$ cat config.mk
export PLATFORM = sky130hd
export DESIGN_NAME = mc_control
export DESIGN_NICKNAME = d
export VERILOG_FILES = /design/src/rtl/mc_control_pkg.sv /design/src/rtl/mc_control_instr_class_dec.sv /design/src/rtl/mc_control.sv
export SDC_FILE = /design/constraint.sdc
export NUM_CORES = 1
export LEC_CHECK = 0
export ABC_AREA = 0
export CAP_MARGIN = 20
export CORE_ASPECT_RATIO = 2
export CORE_MARGIN = 3
export CORE_UTILIZATION = 50
export DETAILED_ROUTE_END_ITERATION = 6
export GPL_TIMING_DRIVEN = 0
export PLACE_DENSITY = 0.85
export REMOVE_ABC_BUFFERS = 1
export SYNTH_ARGS = -nofsm -noshare
export SYNTH_HDL_FRONTEND = slang
export SYNTH_SLANG_ARGS = --single-unit
$ cat constraint.sdc
create_clock -name clk -period 4.6 [get_ports clk]
set_clock_uncertainty 0.2 [all_clocks]
set_input_delay 0.69 -clock clk [delete_from_list [all_inputs] [get_ports clk]]
set_output_delay 0.69 -clock clk [all_outputs]
set_load 0.01 [all_outputs]
$ cat src/rtl/mc_control_pkg.sv
// Shared encodings for the multi-cycle MIPS control unit: state codes,
// opcode/funct constants, datapath select encodings and instruction classes.
package mips_ctrl_pkg;

  typedef enum logic [2:0] {
    ST_FETCH  = 3'd0,
    ST_DECODE = 3'd1,
    ST_EXEC   = 3'd2,
    ST_MEM    = 3'd3,
    ST_WB     = 3'd4,
    ST_HALT   = 3'd5
  } state_e;

  localparam logic [5:0] OP_RTYPE = 6'b000000;
  localparam logic [5:0] FN_ADDU  = 6'b100001;
  localparam logic [5:0] FN_SUBU  = 6'b100011;
  localparam logic [5:0] FN_JR    = 6'b001000;
  localparam logic [5:0] OP_ORI   = 6'b001101;
  localparam logic [5:0] OP_LW    = 6'b100011;
  localparam logic [5:0] OP_SW    = 6'b101011;
  localparam logic [5:0] OP_BEQ   = 6'b000100;
  localparam logic [5:0] OP_LUI   = 6'b001111;
  localparam logic [5:0] OP_JAL   = 6'b000011;

  localparam logic [1:0] NPC_PC4 = 2'b00;
  localparam logic [1:0] NPC_BR  = 2'b01;
  localparam logic [1:0] NPC_JAL = 2'b10;
  localparam logic [1:0] NPC_JR  = 2'b11;

  localparam logic [1:0] WA_RT  = 2'b00;
  localparam logic [1:0] WA_RD  = 2'b01;
  localparam logic [1:0] WA_R31 = 2'b10;

  localparam logic [1:0] WD_ALU = 2'b00;
  localparam logic [1:0] WD_MEM = 2'b01;
  localparam logic [1:0] WD_PC4 = 2'b10;

  localparam logic [1:0] EXT_ZERO = 2'b00;
  localparam logic [1:0] EXT_SIGN = 2'b01;
  localparam logic [1:0] EXT_SHL2 = 2'b10;
  localparam logic [1:0] EXT_LUI  = 2'b11;

  localparam logic [1:0] ALU_ADD = 2'b00;
  localparam logic [1:0] ALU_SUB = 2'b01;
  localparam logic [1:0] ALU_OR  = 2'b10;

  typedef enum logic [3:0] {
    CL_NONE    = 4'd0,
    CL_ADDU    = 4'd1,
    CL_SUBU    = 4'd2,
    CL_JR      = 4'd3,
    CL_ORI     = 4'd4,
    CL_LW      = 4'd5,
    CL_SW      = 4'd6,
    CL_BEQ     = 4'd7,
    CL_LUI     = 4'd8,
    CL_JAL     = 4'd9,
    CL_ILLEGAL = 4'd10
  } instr_class_e;

  // ALU-side selects for a class, packed as {alub_op, ext_op, alu_op}.
  function automatic logic [4:0] alu_sel(instr_class_e cls);
    logic       alub;
    logic [1:0] ext;
    logic [1:0] alu;
    alub = 1'b0;
    ext  = EXT_ZERO;
    alu  = ALU_ADD;
    case (cls)
      CL_ADDU: alub = 1'b1;
      CL_SUBU: begin alub = 1'b1; alu = ALU_SUB; end
      CL_ORI:  alu = ALU_OR;
      CL_LUI:  begin ext = EXT_LUI; alu = ALU_OR; end
      CL_LW, CL_SW: ext = EXT_SIGN;
      CL_BEQ:  begin alub = 1'b1; alu = ALU_SUB; ext = EXT_SHL2; end
      default: ;
    endcase
    return {alub, ext, alu};
  endfunction

endpackage

$ cat src/rtl/mc_control_instr_class_dec.sv
// Combinational opcode/funct to instruction-class decoder; anything not in
// the supported set maps to the illegal class.
module instr_class_dec
  import mips_ctrl_pkg::*;
(
  input  logic [5:0] instr_op,
  input  logic [5:0] instr_func,
  output logic [3:0] cls
);

  instr_class_e cls_e;

  always_comb begin
    cls_e = CL_ILLEGAL;
    case (instr_op)
      OP_RTYPE: begin
        case (instr_func)
          FN_ADDU: cls_e = CL_ADDU;
          FN_SUBU: cls_e = CL_SUBU;
          FN_JR:   cls_e = CL_JR;
          default: cls_e = CL_ILLEGAL;
        endcase
      end
      OP_ORI:  cls_e = CL_ORI;
      OP_LW:   cls_e = CL_LW;
      OP_SW:   cls_e = CL_SW;
      OP_BEQ:  cls_e = CL_BEQ;
      OP_LUI:  cls_e = CL_LUI;
      OP_JAL:  cls_e = CL_JAL;
      default: cls_e = CL_ILLEGAL;
    endcase
  end

  assign cls = cls_e;

endmodule

$ cat src/rtl/mc_control.sv
// Multi-cycle MIPS control FSM: FETCH/DECODE/EXEC/MEM/WB/HALT sequencing,
// datapath select strobes and a retired-instruction counter.
module mc_control
  import mips_ctrl_pkg::*;
#(
  parameter int CNT_W        = 32,
  parameter int ILLEGAL_TRAP = 1
) (
  input  logic             clk,
  input  logic             reset,
  input  logic [5:0]       instr_op,
  input  logic [5:0]       instr_func,
  input  logic             zero,
  input  logic             mem_ready,
  output logic             mem_req,
  output logic             pc_we,
  output logic             ir_we,
  output logic [1:0]       npc_op,
  output logic [1:0]       wa_op,
  output logic [1:0]       wd_op,
  output logic             alub_op,
  output logic [1:0]       ext_op,
  output logic [1:0]       alu_op,
  output logic             dwe,
  output logic             dre,
  output logic             rwe,
  output logic             halted,
  output logic [CNT_W-1:0] instr_cnt,
  output logic [2:0]       state
);

  state_e           state_q, state_d;
  instr_class_e     cls_q, cls_d;
  logic [CNT_W-1:0] cnt_q, cnt_d;
  logic [3:0]       dec_raw;
  instr_class_e     dec_cls;
  logic             retire;

  instr_class_dec u_dec (
    .instr_op   (instr_op),
    .instr_func (instr_func),
    .cls        (dec_raw)
  );

  assign dec_cls = instr_class_e'(dec_raw);

  // Memory handshake: mem_req stays high every cycle of FETCH/MEM until the
  // cycle mem_ready is seen high; the transfer completes on that rising edge.
  always_comb begin
    state_d = state_q;
    cls_d   = cls_q;
    retire  = 1'b0;
    mem_req = 1'b0;
    pc_we   = 1'b0;
    ir_we   = 1'b0;
    npc_op  = NPC_PC4;
    wa_op   = WA_RT;
    wd_op   = WD_ALU;
    alub_op = 1'b0;
    ext_op  = EXT_ZERO;
    alu_op  = ALU_ADD;
    dwe     = 1'b0;
    dre     = 1'b0;
    rwe     = 1'b0;
    halted  = 1'b0;
    case (state_q)
      ST_FETCH: begin
        mem_req = 1'b1;
        if (mem_ready) begin
          ir_we   = 1'b1;
          pc_we   = 1'b1;
          state_d = ST_DECODE;
        end
      end
      ST_DECODE: begin
        cls_d = dec_cls;
        case (dec_cls)
          CL_JAL: begin
            rwe     = 1'b1;
            wa_op   = WA_R31;
            wd_op   = WD_PC4;
            pc_we   = 1'b1;
            npc_op  = NPC_JAL;
            retire  = 1'b1;
            state_d = ST_FETCH;
          end
          CL_JR: begin
            pc_we   = 1'b1;
            npc_op  = NPC_JR;
            retire  = 1'b1;
            state_d = ST_FETCH;
          end
          CL_ILLEGAL: begin
            if (ILLEGAL_TRAP != 0) begin
              state_d = ST_HALT;
            end else begin
              retire  = 1'b1;
              state_d = ST_FETCH;
            end
          end
          default: state_d = ST_EXEC;
        endcase
      end
      ST_EXEC: begin
        {alub_op, ext_op, alu_op} = alu_sel(cls_q);
        if (cls_q == CL_BEQ) begin
          pc_we   = zero;
          npc_op  = NPC_BR;
          retire  = 1'b1;
          state_d = ST_FETCH;
        end else if (cls_q == CL_LW || cls_q == CL_SW) begin
          state_d = ST_MEM;
        end else begin
          state_d = ST_WB;
        end
      end
      ST_MEM: begin
        {alub_op, ext_op, alu_op} = alu_sel(cls_q);
        mem_req = 1'b1;
        dre     = (cls_q == CL_LW);
        dwe     = (cls_q == CL_SW);
        if (mem_ready) begin
          if (cls_q == CL_SW) begin
            retire  = 1'b1;
            state_d = ST_FETCH;
          end else begin
            state_d = ST_WB;
          end
        end
      end
      ST_WB: begin
        {alub_op, ext_op, alu_op} = alu_sel(cls_q);
        rwe     = 1'b1;
        wa_op   = (cls_q == CL_ADDU || cls_q == CL_SUBU) ? WA_RD : WA_RT;
        wd_op   = (cls_q == CL_LW) ? WD_MEM : WD_ALU;
        retire  = 1'b1;
        state_d = ST_FETCH;
      end
      ST_HALT: halted = 1'b1;
      default: state_d = ST_FETCH;
    endcase

    cnt_d = cnt_q + CNT_W'(retire);

    // Outputs are forced quiet for as long as reset is held.
    if (reset) begin
      mem_req = 1'b0;
      pc_we   = 1'b0;
      ir_we   = 1'b0;
      npc_op  = NPC_PC4;
      wa_op   = WA_RT;
      wd_op   = WD_ALU;
      alub_op = 1'b0;
      ext_op  = EXT_ZERO;
      alu_op  = ALU_ADD;
      dwe     = 1'b0;
      dre     = 1'b0;
      rwe     = 1'b0;
      halted  = 1'b0;
    end
  end

  always_ff @(posedge clk or posedge reset) begin
    if (reset) begin
      state_q <= ST_FETCH;
      cls_q   <= CL_NONE;
      cnt_q   <= '0;
    end else begin
      state_q <= state_d;
      cls_q   <= cls_d;
      cnt_q   <= cnt_d;
    end
  end

  assign instr_cnt = cnt_q;
  assign state     = state_q;

endmodule

==> summary.md <==
| Metric | Value |
|---|---|
| Status | complete, no violations |
| Gr usage total | 0.217 |
| Initial DRC count | 26 |
| Worst slew margin | 0.437 |
| Initial core utilization | 0.521 |
| Crit-path max cell delay | just under 0.7 ns |
| Global-route wire length before repair | about 8700 um |
| Sequential share of power | 0.488 |
| Clock latency on the worst-skew pair | a little under 0.3 ns |
| P per Cell Area | 278 mW/mm2 |
| Vias after detailed routing | about 2000 |
| Placed cell count | ~350 |
| Vias per inst | ~5.6 |
| Die Wd | approximately 54 um |
| Root Buffer Master | clkbuf_8 |
| Netlist Area Pre-Place | around 0.0023 mm2 |
| Async SR Flop Fraction | 1.00 |
| TritonCTS buffer count | 5 |
| Area after DPL | around 0.0030 mm2 |
| # setup viols final | 0 |
| Slew of the pin with the lowest slew margin | approximately 0.84 ns |
| Post-CTS Setup Repair Bufs | 0 |
| Final Hold Violating Endpoints | 0 |
| Antenna cell count | 0 |
| Final Instance Count excl. Fillers | around 360 |
| Grt total ovfl | 0 |
| Worst VDD drop | around 170 uV |
| Crit path launch type | input pin |
| Post-synthesis cell count | 240 |
| Slew Viols, Final | 0 |
| Commonest cells after routing, fill and taps aside | clkdlybuf4s50_1 (68), dfrtp_1 (39), nand2_1 (28) |
| Worst-path clk slew | 0.07 ns |
| #FFs+latches synth | 39 |
| CTS Sinks | 39 |
| CP Class | in2out |
| Routed WL | about 5400 um |
| Clock power frac | 0.335 |
| EDFF count, synth | 0 |
| Main synth FF type | dfrtp_1 |
| Die H | around 100 um |
| Crit Path Max Fanout | 43 |
| Drt wl/cell | around 15 um |
| RSZ-0062 raised after global routing | false |
| Worst path cell trace | clkdlybuf4s50_1, inv_2, nand3_1, nor4_1, clkdlybuf4s50_1 |
| Post-route ant nets | 0 |
| MaxCap Viol Count | 0 |
| First-pass detailed-route iteration total | 4 |
| FP Rows | 34 |
| Crit-path most repeated cell | clkdlybuf4s50_1 |
| CTS tree | built |
| Pint | between 0.0006 and 0.0007 W |
| CP required | about 3.7 ns |
| P&R area growth vs syn | 35.6% |
| Hold Path Class | reg2reg |
| Combinational share of power | 0.176 |
| Vias in the first global route | between 1500 and 2000 |
| Hold Buf Count CTS | 0 |
| Post-route cell area | between 0.003 and 0.004 mm2 |
| Initial antenna violation count | 0 |
| # DRC | 0 |
| Synth unique cells | between 50 and 60 |
| Syn_area_per_cell | 9.43 um2 |
| Share of cells above drive strength 1 | 0.0557 |
| Final Cycle Share | 0.910 |
| Clock period minus worst slack | 4.18 ns |
| Syn. warnings | 0 |
| Clock Tree Buf Depth | 2 |
| IO Count | between 60 and 70 |
| CP arrival | ~3.3 ns |
| H-tree Lvls | 2 |
| Nets | 322 |
| Post-synthesis sequential area ratio | 0.431 |
| Die Footprint | 0.00542 mm2 |
| Port bufs | between 60 and 70 |
| Slowest cell on crit path | inv_2 |
| Crit. End Element | output port |
| P_sw | around 0.00024 W |
| Most common cell after layout, fill and taps aside | clkdlybuf4s50_1 |
| CTS resizes | 0 |
| Pin count of the biggest net entering global routing | 44 |
| GP Congestion | between 0.8 and 0.9 |
| Net Sw Frac | 0.287 |
| Fmax | 239 MHz |
| Hpwl dp | approximately 4300 um |
| Core area | 0.00434 mm2 |
| Lkg Pwr | approximately 1.2 nW |
-- synth_stat cells, drive strengths merged (6+ instances only) --
cell     n  area, um2
dfrtp   39        976
o21ai    9       45.0
clkbuf   6       23.8
xnor2   26        228
nor2    12       45.0
xor2     7       61.3
nand2   28        105
and3     8       51.3
nand3   16       80.1
nor3    11       55.1
a21oi    6       33.8
nand2b   7       43.8
-- per-stage QoR --
| stage | hold slack [ns] | utilization | TNS [ns] | total power [W] | worst slack, ns |
|---|---|---|---|---|---|
| 6_report | 0.276 | 0.707 | 0 | 0.000854 | 0.415 |
| 5_1_grt | 0.289 | 0.707 | 0 | 0.000887 | 0.180 |
| 4_1_cts | 0.279 | 0.707 | 0 | 0.000859 | 0.393 |
| 3_5_place_dp | 0.264 | 0.681 | 0 | 0.000574 | 0.309 |
| 3_3_place_gp | 0.260 | 0.681 | -0.532 | 0.000567 | -0.191 |
| 2_1_floorplan | 0.307 | - | 0 | 0.000511 | 1.41 |
-- cell type report --
class | instances | area (um2)
Clock inverter | 3 | 43.8
Clock buffer | 5 | 68.8
Multi-Input combinational cell | 186 | 1210
Timing Repair Buffer | 68 | 681
Inverter | 4 | 15.0
Fill cell | 345 | 1270
Sequential cell | 39 | 976
Tap cell | 54 | 67.6
-- cell families after synthesis --
family | synth area share
AND/OR/NAND/NOR | 0.284
flip-flops | 0.431
AO/OA/AOI/OAI | 0.110
XOR/XNOR | 0.128
buffers and inverters | 0.0315
adder cells (fa/ha/maj) | 0.0111
multiplexers | 0.00442
-- state kept, by name (all words and copies together), names as in the netlist --
signal,cells
cls_q,4
instr_cnt,32
state,3
-- path summary, 6_finish.rpt --
| check | cells past startpoint | start | slack [ns] | to |
|---|---|---|---|---|
| worst max register to register | 11 | cls_q[3] | 1.68 | instr_cnt[16] |
| min in group asynchronous | 2 | reset | 0.91 | state[0] |
| worst min register to register | 1 | instr_cnt[31] | 0.28 | instr_cnt[31] |
| worst min-delay path | 1 | instr_cnt[31] | 0.28 | instr_cnt[31] |
| max in group asynchronous | 2 | reset | 2.75 | instr_cnt[18] |
| worst max-delay path | 5 | reset | 0.42 | wa_op[0] |
-- per-layer routing --
layer,part of all wire,wire [um],global-route usage
met2,0.57,3070,0.412
met5,0,0,0
met3,0.043,230,0.0237
met4,0.039,210,0.124
met1,0.35,1900,0.209
-- critical path: cells and delay by family --
kind | cells | cell delay, ns
buf+inv | 3 | 1.86
simple gates | 2 | 0.72
-- power groups by stage --
stage	Combinational [W]	Sequential, W	Clock [W]
floorplan	0.0000958	0.000415	0
global placement	0.000146	0.000421	0
detailed placement	0.000151	0.000423	0
CTS	0.000152	0.000416	0.000291
global route	0.000166	0.000423	0.000299
finish	0.000150	0.000417	0.000286
No activity file was read; power rests on OpenSTA's default activity.
